[config.mk]
export PLATFORM = sky130hd
export DESIGN_NAME = dff_sipo_receiver
export DESIGN_NICKNAME = d
export VERILOG_FILES = /design/src/rtl/dff_sipo_pkg.sv /design/src/rtl/sipo_bit_counter.sv /design/src/rtl/dff_sipo_receiver.sv
export SDC_FILE = /design/constraint.sdc
export NUM_CORES = 1
export LEC_CHECK = 0
export ABC_AREA = 1
export BUFFER_PORTS_ARGS = -buffer_cell sky130_fd_sc_hd__buf_2
export CORE_MARGIN = 3
export CORE_UTILIZATION = 40
export CTS_CLUSTER_SIZE = 14
export DETAILED_ROUTE_END_ITERATION = 8
export HOLD_SLACK_MARGIN = 0.1
export SYNTH_ARGS = -nofsm -noshare
export SYNTH_HDL_FRONTEND = slang
export SYNTH_SLANG_ARGS = --single-unit
[constraint.sdc]
create_clock -name clock -period 2.2 [get_ports clock]
set_clock_uncertainty 0.1 [all_clocks]
set_input_delay 0.22 -clock clock [delete_from_list [all_inputs] [get_ports clock]]
set_output_delay 0.22 -clock clock [all_outputs]
set_load 0.005 [all_outputs]
[src/rtl/dff_sipo_pkg.sv]
// Shared types and sizing helpers for the SIPO receiver.
package dff_sipo_pkg;

  typedef enum logic [1:0] {
    IDLE   = 2'd0,
    SHIFT  = 2'd1,
    PARITY = 2'd2
  } state_t;

  // Bit counter width: must be able to hold the value WIDTH.
  function automatic int cnt_w(input int width);
    return $clog2(width + 1);
  endfunction

endpackage

[src/rtl/sipo_bit_counter.sv]
// Enable-gated bit counter: clear takes priority over the current count, inc adds one.
module sipo_bit_counter #(
  parameter int W = 4
) (
  input  logic         clock,
  input  logic         reset_n,
  input  logic         en,
  input  logic         clear,
  input  logic         inc,
  output logic [W-1:0] count
);

  // clear together with inc loads 1, which is how a frame restart counts its first bit.
  always_ff @(posedge clock or negedge reset_n) begin
    if (!reset_n)
      count <= '0;
    else if (en)
      count <= (clear ? '0 : count) + W'(inc);
  end

endmodule

[src/rtl/dff_sipo_receiver.sv]
// Serial-in/parallel-out receiver with a registered valid/ready word buffer.
// Define DFF_SIPO_PARITY_EN to expect one even-parity bit after each data word.
module dff_sipo_receiver
  import dff_sipo_pkg::*;
#(
  parameter int WIDTH     = 8,
  parameter bit MSB_FIRST = 1'b1
) (
  input  logic             clock,
  input  logic             reset_n,
  input  logic             enable,
  input  logic             sdata,
  input  logic             sof,
  output logic [WIDTH-1:0] data,
  output logic             valid,
  input  logic             ready,
  output logic             overrun,
  output logic             parity_err
);

  localparam int CNT_W = cnt_w(WIDTH);
`ifdef DFF_SIPO_PARITY_EN
  localparam bit PARITY_EN = 1'b1;
`else
  localparam bit PARITY_EN = 1'b0;
`endif

  state_t           state, state_nxt;
  logic [WIDTH-1:0] sreg, shift_nxt, word;
  logic [CNT_W-1:0] count;
  logic             restart, take_bit, bit_last;
  logic             sreg_ld, cnt_en, cnt_clr, cnt_inc, complete;

  // sof restarts a frame from IDLE or mid-word, but never on the parity bit.
  assign restart  = enable && sof && (state != PARITY);
  assign take_bit = enable && ((state == SHIFT) || restart);
  assign bit_last = restart ? (WIDTH == 1) : (count == CNT_W'(WIDTH - 1));

  always_comb begin
    shift_nxt = restart ? '0 : sreg;
    if (MSB_FIRST) begin
      shift_nxt    = shift_nxt << 1;
      shift_nxt[0] = sdata;
    end else begin
      shift_nxt          = shift_nxt >> 1;
      shift_nxt[WIDTH-1] = sdata;
    end
  end

  sipo_bit_counter #(.W(CNT_W)) u_bit_counter (
    .clock   (clock),
    .reset_n (reset_n),
    .en      (cnt_en),
    .clear   (cnt_clr),
    .inc     (cnt_inc),
    .count   (count)
  );

  // NOTE: sequential state uses non-blocking assignments so every flop samples pre-edge values.
  always_ff @(posedge clock or negedge reset_n) begin
    if (!reset_n)
      state <= IDLE;
    else
      state <= state_nxt;
  end

  always_comb begin
    state_nxt = state;
    case (state)
      IDLE, SHIFT: if (take_bit) state_nxt = bit_last ? (PARITY_EN ? PARITY : IDLE) : SHIFT;
      PARITY:      if (enable)   state_nxt = IDLE;
      default:                   state_nxt = IDLE;
    endcase
  end

  // NOTE: every output gets a default first so no path through this block infers a latch.
  always_comb begin
    sreg_ld  = 1'b0;
    cnt_en   = 1'b0;
    cnt_clr  = 1'b0;
    cnt_inc  = 1'b0;
    complete = 1'b0;
    word     = shift_nxt;
    if (take_bit) begin
      sreg_ld  = 1'b1;
      cnt_en   = 1'b1;
      cnt_clr  = restart || bit_last;
      cnt_inc  = !bit_last;
      complete = bit_last && !PARITY_EN;
    end else if ((state == PARITY) && enable) begin
      complete = 1'b1;
      word     = sreg;
    end
  end

  always_ff @(posedge clock or negedge reset_n) begin
    if (!reset_n)
      sreg <= '0;
    else if (sreg_ld)
      sreg <= shift_nxt;
  end

  // A completed word is only taken when the buffer is empty or being drained this edge.
  always_ff @(posedge clock or negedge reset_n) begin
    if (!reset_n) begin
      data    <= '0;
      valid   <= 1'b0;
      overrun <= 1'b0;
    end else if (complete) begin
      if (!valid || ready) begin
        data  <= word;
        valid <= 1'b1;
      end else begin
        overrun <= 1'b1;
      end
    end else if (valid && ready) begin
      valid <= 1'b0;
    end
  end

`ifdef DFF_SIPO_PARITY_EN
  always_ff @(posedge clock or negedge reset_n) begin
    if (!reset_n)
      parity_err <= 1'b0;
    else if (complete && (!valid || ready))
      parity_err <= ^{sreg, sdata};
  end
`else
  assign parity_err = 1'b0;
`endif

endmodule
* Yosys cells after proc, flatten, opt, wreduce, memory -nomap -nowiden
Index checks and enable logic that the tools add are counted.
Cells by class: add/subtract/negate cells 1, $mul 0, divide/modulo/power cells 0, order comparisons 0, eq/ne operators 7, shift-type cells 0, muxes and demuxes 17, bitwise gates (word level) 1, reduce and logical (&&, ||, !) cells 17
Operators with widths (number):
- $mux W8 | 2
- $mux W1 | 10
- $reduce_and A2 Y1 | 4
- $mux W7 | 1
- $ne A2 B2 Y1 const B | 3
- $logic_and A1 B1 Y1 | 5
- $add A4 B1 Y4 | 1
- $eq A4 B3 Y1 const B | 1
- $mux W2 | 2
- $mux W4 | 1
- $pmux W2 S2 | 1
- $logic_or A1 B1 Y1 | 3
- $eq A2 B1 Y1 const B | 1
- $eq A2 B2 Y1 const B | 1
- $logic_not A1 Y1 | 2
- $logic_not A2 Y1 | 1
- $ne A2 B1 Y1 const B | 1
- $reduce_bool A2 Y1 | 1
- $reduce_or A2 Y1 | 1
- $not A1 Y1 | 1
Storage, ports and cells: register bits after elaboration 24, bits in latches 0, memory bits (writable) 0, bits in read-only memories 0, input bits 6, output and inout bits 11, word-level logic and storage cells 49, memories kept 0

* Longest topological paths before layout
depth in word-level cells 7, gate-level depth with buffers 14, mapped depth without buffers 14

* Cells and area by module
From an unflattened synthesis, not the netlist that was laid out.
Second synthesis, totals: cell total of the unflattened synthesis 114, area, all modules 1006.0 µm²
Modules (own cells, without submodules):
- dff_sipo_receiver | times used 1, cells each 88, area each 789.5 µm², sequential area each 450.4 µm²
- sipo_bit_counter | times used 1, cells each 26, area each 216.5 µm², sequential area each 100.1 µm²

* Worst setup path before layout
Ideal clock, no wire load.
path kind reg2reg, start point register u_bit_counter.count[2], end point register u_bit_counter.count[2], setup time 0.113 ns, data arrival time 1.492 ns, data required time 1.987 ns, setup slack 0.495 ns, stages on the path, launching flop included 15, path buffers 0, clock period less this slack 1.705 ns, path through dfrtp_1 nand2_1 clkinv_1 nand2_1 nand2_1 nand2_1 inv_1 nor2_1 ha_1 ha_1 nand2_1 inv_1 nand3_1 nand2_1 inv_1
On the way: word-level cells in the longest chain between the ends 6, elaborated cells between the ends (all ways) 8, those cells by class add/sub: 1; eq/ne: 1; mux: 4; reduce/logical: 2
RTL lines:
- start, declared | RTL line sipo_bit_counter.sv:10 | output logic [W-1:0] count
- start signal, assigned | RTL line sipo_bit_counter.sv:18 | count <= (clear ? '0 : count) + W'(inc);
- $eq A4 B3 Y1 | RTL line dff_sipo_receiver.sv:37 | assign bit_last = restart ? (WIDTH == 1) : (count == CNT_W'(WIDTH - 1));
- $mux W1 | RTL line dff_sipo_receiver.sv:37
- $logic_or A1 B1 Y1 | RTL line dff_sipo_receiver.sv:87 | cnt_clr = restart || bit_last;
- $mux W1 | RTL line dff_sipo_receiver.sv:84 | if (take_bit) begin
- $mux W4 | RTL line sipo_bit_counter.sv:18
- $add A4 B1 Y4 (*) | RTL line sipo_bit_counter.sv:18
Every way passes the cells marked *; elsewhere a longest branch is shown, timed or not. A chain may end at the register's enable or synchronous reset.

* Final worst setup path
Ends and elaborated chain as after synthesis.

==> results.md <==
* Share of layout cells above drive strength 1 at 21.2%
* Die height at 56.8 um
* Part of the Yosys area used for sequential elements at a little over half
* Crit share post-route at 87.3%
* Simple-Gate Fraction of Synth Area at roughly 30%
* Most frequent cells in the layout: nand2_1, dfrtp_1, buf_2, nand3_1, inv_1
* Arrival time worst endpoint at around 2 ns
* Starting Density at about 45%
* Hold Crit Depth at 4
* Vias at roughly 780
* Die area at 3230 um^2
* XOR/XNOR share of the synthesized area at 0%
* Pre-CTS setup slack at around 0.29 ns
* I/O Buffers at 15
* Fmax at between 500 and 600 MHz
* Synth Area in Compound Gates at approximately 6.9%
* Met3 Routed Length at 64 um
* Avg Cell Area, Syn at 9.05 um^2
* Clk buf depth at 2
* Die W at around 57 um
* Hold Fails Final Rpt at 0
* GR Util All Layers at a little over an eighth
* Top Metal Used: met4
* Hold Path End: sreg[5]
* Pin count of the biggest net entering global routing at 23
* Post-CTS resize count at 0
* GP Congestion at 0.752
* Power density over the cells at ~900 nW/um^2
* Detail Route Antenna Nets at 0
* R2R Setup Slk at about 0.28 ns
* RSZ-0062 raised after global routing: false
* Met2 Wirelength at 881 um
* Num rows at 17
* Critical R2R Launch: u_bit_counter.count[2]
* Final Instance Count excl. Fillers at 160
* Status: completed
* Worst Setup Start Kind: flip-flop
* Main combinational cell family by area after synthesis: simple AND/OR/NAND/NOR gates
* Worst reg-to-reg path cell count at 14
* Mux cell area share after synthesis at 0%
* Critical path class: reg2reg
* 1st-iter DRT viols at 15
* Cell Area, Synth at 1030 um^2
* Antenna diodes at 0
* Register bit total from synthesis at 22
* Final min period at around 1.9 ns
* Post-route setup TNS at 0 ns
* CTS root buffer: clkbuf_4
* Reg area at approximately 550 um^2
* Vias in the first global route at between 800 and 900
* Nature of the critical path endpoint: flip-flop
* Reg2reg end: u_bit_counter.count[2]
* Area Growth Syn to Fin at 13.7%
* DPL Wire Length at 1350 um
* First-pass DRT Iterations at 4
* Worst Hold Class: in2reg
* Peak supply drop at roughly 0.00055 V
* Post-Syn Instances at between 100 and 150
* NumNets Final at approximately 140
* CORE AREA at ~2300 um^2
* Adder-Cell Fraction of Synth Area at about 2.4%
* HP Start: enable
* Clk Latency, worst-skew pair at approximately 0.3 ns
* CP max FO at 4
* Slew Limit Fails at 0
* Area occupied by multi-input gates at roughly 400 um^2
* Number of fill cells at ~240
* Post-Syn Nets at 122
* H-tree levels at 1
* Max cap viols at 0
* DR vias/cell at a little under 5
* Worst-path clk slew at between 0.1 and 0.15 ns
* TritonCTS Buffers at 3
* Netlist cell types at 22
* GRT overflow at 0
* # DRC at 0
* Total wire length at approximately 1800 um
* Post-CTS Setup Bufs at 0
* Worst Path Required at between 2 and 2.5 ns
* M1 wire length at a little under 900 um
* Leak at 0.000659 uW
* DP Cell Count at 155
* # setup viols final at 0
* Most common cell after layout, fill and taps aside: nand2_1
* YS warnings at 0
* Global-route wire length before repair at 3530 um
* Initial antenna violation count at 0
* CTS tree: built
* IO Count at 17
* CP startpoint: u_bit_counter.count[2]
* Setup WS post-layout at approximately 0.28 ns
* WL per Instance at 11.5 um
* Clk sink count at 22
cells by family (layout without fill, tap and decap cells):
kind of cell,count (synthesis),in the layout
DFF,22,22
other,1,1
adders and majority gates,2,2
and+or+nand+nor,59,59
AOI/OAI and AO/OA,12,12
buffers and inverters,18,36
through the flow:
stage / power (uW) / area (um^2) / utilization, % / hold WS (ns)
after detailed placement: 893 / 1130 / 48.8 / 0.115
after global placement: 880 / 1130 / 48.8 / 0.111
after global routing: 1150 / 1170 / 50.6 / 0.221
final: 1060 / 1170 / 50.6 / 0.207
after floorplan: 784 / 1030 / - / -0.176
after CTS: 1070 / 1170 / 50.6 / 0.201
report_power, final:
group	switching, uW	internal (uW)	leakage (uW)	total (uW)
Sequential	54.9	506	0.000281	561
Combinational	185	132	0.000364	317
Clock	115	63.7	0.0000138	178
Total	355	702	0.000659	1060
layer usage:
| metal | vias up | track usage [%] |
|---|---|---|
| li1 | 398 | - |
| met4 | 0 | 4.97 |
| met3 | 2 | 2.76 |
| met2 | 11 | 22.6 |
| met5 | - | 0 |
| met1 | 373 | 17.5 |
Yosys cell counts (all sizes together):
library cell  count  share of area, %
inv              13               4.7
o21ai             7               3.4
clkbuf            1              0.36
nand2            33                13
nand4             1              0.61
clkinv            2               1.2
conb              1              0.36
ha                2               2.4
dfrtp            22                53
nor2             11               7.2
a31oi             1              0.61
o31ai             1              0.73
a211oi            3               2.2
buf               2               1.5
nand3            14               8.0
sequential cells by signal, summed over array words and instances (netlist names):
name / cells
data: 8
sreg: 7
state: 1
u_bit_counter.count: 4
valid: 1
overrun: 1
worst max-delay path, cell delays in order, from the launching register on:
cell and delay (ns):
dfrtp_1 0.41, nand2_1 0.08, clkinv_1 0.15, nand2_1 0.13, nand2_1 0.05, nand2_1 0.10
inv_1 0.06, nor2_1 0.08, ha_1 0.20, ha_1 0.16, nand2_1 0.06, inv_1 0.06
nand3_1 0.08, nand2_1 0.06, inv_1 0.04
final cells by class:
class / count / area share (%)
Multi-Input combinational cell: 74 / 34.2
Clock buffer: 3 / 1.92
Timing Repair Buffer: 18 / 8.74
Sequential cell: 22 / 46.9
Tap cell: 28 / 2.99
Inverter: 15 / 5.22
how the worst max path moves through the flow:
stage,end,depth (start not counted)
after floorplan,u_bit_counter.count[2],14
after global placement,u_bit_counter.count[2],14
after detailed placement,u_bit_counter.count[2],14
after CTS,u_bit_counter.count[2],14
after global routing,u_bit_counter.count[2],14
final,u_bit_counter.count[2],14
what timing repair did:
item,CTS,global route
hold buffers,2,0
hold endpoints to repair,24,0
setup endpoints to repair,0,0
Power figures use the tool's default switching activity.
